===== config.mk =====
export PLATFORM = sky130hd
export DESIGN_NAME = jk_excitation_driver
export DESIGN_NICKNAME = d
export VERILOG_FILES = /design/src/rtl/jk_excitation_driver.sv
export SDC_FILE = /design/constraint.sdc
export NUM_CORES = 1
export LEC_CHECK = 0
export BUFFER_PORTS_ARGS = -buffer_cell sky130_fd_sc_hd__buf_2
export CELL_PAD_IN_SITES_DETAIL_PLACEMENT = 1
export CELL_PAD_IN_SITES_GLOBAL_PLACEMENT = 2
export CORE_MARGIN = 1.5
export CORE_UTILIZATION = 31
export CTS_CLUSTER_DIAMETER = 150
export DETAILED_ROUTE_END_ITERATION = 8
export PLACE_DENSITY = 0.84
export SLEW_MARGIN = 20
export SYNTH_ARGS = -nofsm -noshare
export SYNTH_HDL_FRONTEND = slang
export SYNTH_SLANG_ARGS = --single-unit

===== constraint.sdc =====
create_clock -name clk -period 3.6 [get_ports clk]
set_input_delay 0.54 -clock clk [delete_from_list [all_inputs] [get_ports clk]]
set_output_delay 0.54 -clock clk [all_outputs]
set_load 0.02 [all_outputs]

===== src/rtl/jk_excitation_driver.sv =====
// Drives an external JK flip-flop bank toward a target pattern using the JK excitation
// table, reads Q back to confirm, retries a bounded number of times and reports pass/fail.
module jk_excitation_driver #(
    parameter int unsigned WIDTH     = 8,
    parameter int unsigned MAX_RETRY = 3,
    localparam int unsigned RW       = (MAX_RETRY == 0) ? 1 : $clog2(MAX_RETRY + 1)
) (
    input  logic             clk,
    input  logic             rst,
    input  logic             tgt_valid,
    output logic             tgt_ready,
    input  logic [WIDTH-1:0] tgt_data,
    input  logic [WIDTH-1:0] q_in,
    output logic [WIDTH-1:0] j_out,
    output logic [WIDTH-1:0] k_out,
    output logic             rsp_valid,
    input  logic             rsp_ready,
    output logic             rsp_ok,
    output logic [RW-1:0]    rsp_retries,
    output logic [WIDTH-1:0] rsp_mism
);

    typedef enum logic [1:0] {
        IDLE  = 2'd0,
        DRIVE = 2'd1,
        CHECK = 2'd2,
        RESP  = 2'd3
    } state_t;

    state_t           state, state_n;
    logic [WIDTH-1:0] target_r, target_n;
    logic [RW-1:0]    retry_r, retry_n;
    logic             ok_n;
    logic [RW-1:0]    retries_n;
    logic [WIDTH-1:0] mism_n;
    logic [WIDTH-1:0] mism;

    assign mism = q_in ^ target_r;

    // State and response registers; reset abandons any command in flight.
    always_ff @(posedge clk or posedge rst) begin
        if (rst) begin
            state       <= IDLE;
            target_r    <= '0;
            retry_r     <= '0;
            rsp_ok      <= 1'b0;
            rsp_retries <= '0;
            rsp_mism    <= '0;
        end else begin
            state       <= state_n;
            target_r    <= target_n;
            retry_r     <= retry_n;
            rsp_ok      <= ok_n;
            rsp_retries <= retries_n;
            rsp_mism    <= mism_n;
        end
    end

    // J/K are combinational in DRIVE so they follow q_in and drop the instant reset clears state.
    always_comb begin
        state_n   = state;
        target_n  = target_r;
        retry_n   = retry_r;
        ok_n      = rsp_ok;
        retries_n = rsp_retries;
        mism_n    = rsp_mism;
        tgt_ready = 1'b0;
        rsp_valid = 1'b0;
        j_out     = '0;
        k_out     = '0;

        case (state)
            IDLE: begin
                tgt_ready = ~rst;
                if (tgt_valid) begin
                    target_n = tgt_data;
                    retry_n  = '0;
                    state_n  = DRIVE;
                end
            end
            DRIVE: begin
                j_out   = target_r & ~q_in;
                k_out   = ~target_r & q_in;
                state_n = CHECK;
            end
            CHECK: begin
                if (mism == '0) begin
                    ok_n      = 1'b1;
                    mism_n    = '0;
                    retries_n = retry_r;
                    state_n   = RESP;
                end else if (retry_r < RW'(MAX_RETRY)) begin
                    retry_n = retry_r + RW'(1);
                    state_n = DRIVE;
                end else begin
                    ok_n      = 1'b0;
                    mism_n    = mism;
                    retries_n = RW'(MAX_RETRY);
                    state_n   = RESP;
                end
            end
            RESP: begin
                rsp_valid = 1'b1;
                if (rsp_ready) state_n = IDLE;
            end
            default: state_n = IDLE;
        endcase
    end

endmodule

==> metrics.cfg <==
[logic_synthesis]
seq_area_frac_synth=0.430
synthesis.instances=137
synth_cell_types=24
synthArstFlopShare=1.00
synth_edf_count=0
yosys_warnings=0
synth.avg_cell_area_um2=9.77
synth_fp_nets=174
ys_ff_latch=23
syn_area_um2=1340
yosys_most_used_dff=dfrtp_1

[power_and_ir_drop]
pwr-share-comb=0.504
seqPwrFrac=0.370
leakagePower_uw=0.000956
clkPwrFrac=0.126
p_sw_frac=0.445
switchingPower_uw=556
internal-power_uw=694
ir_worst_vdd_uv=373
p_per_area_nw_per_um2=753

[clock_tree]
path_clk_slew_ns=0.08
clk_latency_ns=0.26
cts_tree=built
htreeDepth=1
cts_resized=0
cts_setup_buffers=0
clk_path_buf_depth=2
clock-sinks=23
numCtsBuffers=3
ctsHoldBuffers=0
cts-root-buf=clkbuf_8

[sta]
post-route-period-util=0.620
fin_skew_ns=0.00310
period_minus_slack_ns=2.23
relSlewSlack=0.427
setup_viol=0
final-hold-violation-count=0
worst_slew_pin_slew_ns=0.859
fmax_ghz=0.448
rsz0062_at_grt=false
tns_ns=0
finalMaxSlewViolations=0

[global_route]
overflow=0
grt_max_degree=24
grt_usage=0.154
antenna_found_initial=0
grt_pass1_vias=1113
grt_pass1_wl_um=5260

[setup_path]
cp.required_ns=3.06
end_kind=output pin
crit_path_start_kind=flip-flop
cp_max_fo=16
path_buf_inv=2
crit_start=state[0]
crit_type=reg2out
cp.arrival_ns=1.69
timing.rr.start=target_r[1]
cpMaxStageDelayCell=dfrtp_1
max_stage_delay_ns=0.51
worstPathCellList=inv_1, nor2_2, and2_1, buf_2
crit_family=simple AND/OR/NAND/NOR gates

[die]
die-area_um2=4720
ios=49
fp-row-count=23
die_h_um=68.7
coreArea_um2=4090
fp.dieW_um=68.7
start_util=0.328

[routing]
ant_nets=0
dr_wl_met2_um=1690
top_layer=met4
vias=1094
m1WireLength_um=1330
via_per_inst=4.66
first_iter_violations=10
met3_length_um=203
drc=0
wl_per_cell_um=13.8
dr.pass1.iters=4
totalWireLength_um=3240

[layout]
area_delta_synth_final_pct=24.0
final_layout_size_suffix_gt1_frac=0.308
n_antenna_cell=0
fillers=503
final_cells=235
nNetsFinal=223
regArea_um2=576
design_area_um2=1660
fin_util=0.406
multi_input_area_um2=647

[placement]
gp_congestion=0.700
io_buffer_count=48
dpl.cell_count=231
dp_hpwl_um=2630
dpl_cell_area_um2=1620

[hold_path]
holdCritPathClass=in2async

[run_status]
status=complete, no violations

[run]
cap_viol_max_count=0

-- per-layer routing --
layer / up-vias / GRT usage
met2: 34 / 0.273
met1: 525 / 0.185
met4: 0 / 0.0343
met3: 2 / 0.0422
met5: - / 0
li1: 533 / -
-- power by group through the flow --
stage / logic [µW] / registers, µW / clock network, µW
final: 630 / 462 / 158
after CTS: 651 / 463 / 168
after global placement: 614 / 460 / 0
after global routing: 716 / 482 / 175
after detailed placement: 649 / 467 / 0
after floorplan: 379 / 506 / 0
-- registers in the layout (all words and copies together) (netlist names) --
| register | count |
|---|---|
| rsp_mism | 8 |
| target_r | 8 |
| state | 2 |
| rsp_ok | 1 |
| rsp_retries | 2 |
| retry_r | 2 |
-- worst paths after layout --
check	to	slack, ns	cells after the start
worst max-delay path	k_out[3]	1.37	4
worst min-delay path	rsp_mism[4]	0.46	2
worst max register to register	rsp_mism[1]	1.90	5
worst min register to register	rsp_ok	0.48	2
max in group asynchronous	retry_r[1]	2.61	2
min in group clk	state[0]	0.47	2
-- area by class of cell --
type,count,area share
timing repair buffer,48,0.145
sequential,23,0.347
tap,50,0.0377
multi-input combinational,86,0.390
inverter,24,0.0543
clock buffer,4,0.0271
-- through the flow --
stage / hold WS (ns) / worst slack [ns] / total power [µW]
floorplan: 0.479 / 1.84 / 885
CTS: 0.465 / 1.30 / 1280
detailed placement: 0.473 / 1.59 / 1120
finish: 0.457 / 1.37 / 1250
global route: 0.467 / 1.18 / 1370
global placement: 0.466 / 1.67 / 1070
-- cell usage in the layout, fill, tap and decap left out, types with 3 or more instances in the layout --
cell type and n:
clkbuf_8 3, nand2_1 15, o2bb2ai_1 4, dfrtp_1 23, o21ai_0 8, and2_1 17
inv_1 24, ha_1 17, a21oi_1 6, buf_2 48, mux2i_1 4
-- cell families (layout without fill, tap and decap cells) --
kind of cell	count (synthesis)	in the layout	synth area share
flip-flops	23	23	0.430
adder cells (fa/ha/maj)	17	17	0.159
multiplexers	4	4	0.0299
buffers and inverters	28	76	0.0869
AO/OA/AOI/OAI	21	21	0.0972
AND/OR/NAND/NOR	44	44	0.197
-- synthesized netlist by cell type (2+ instances only) --
| master | count | share of area |
|---|---|---|
| a21oi_1 | 6 | 0.022 |
| and2_1 | 17 | 0.079 |
| and4_1 | 2 | 0.013 |
| buf_2 | 2 | 0.0075 |
| dfrtp_1 | 23 | 0.43 |
| ha_1 | 17 | 0.16 |
| inv_1 | 24 | 0.067 |
| mux2i_1 | 4 | 0.030 |
| nand2_1 | 15 | 0.042 |
| nand2b_1 | 2 | 0.0093 |
| nor2_1 | 2 | 0.0056 |
| o21ai_0 | 8 | 0.030 |
| o2bb2ai_1 | 4 | 0.026 |
(Power assumes the default switching activity.)
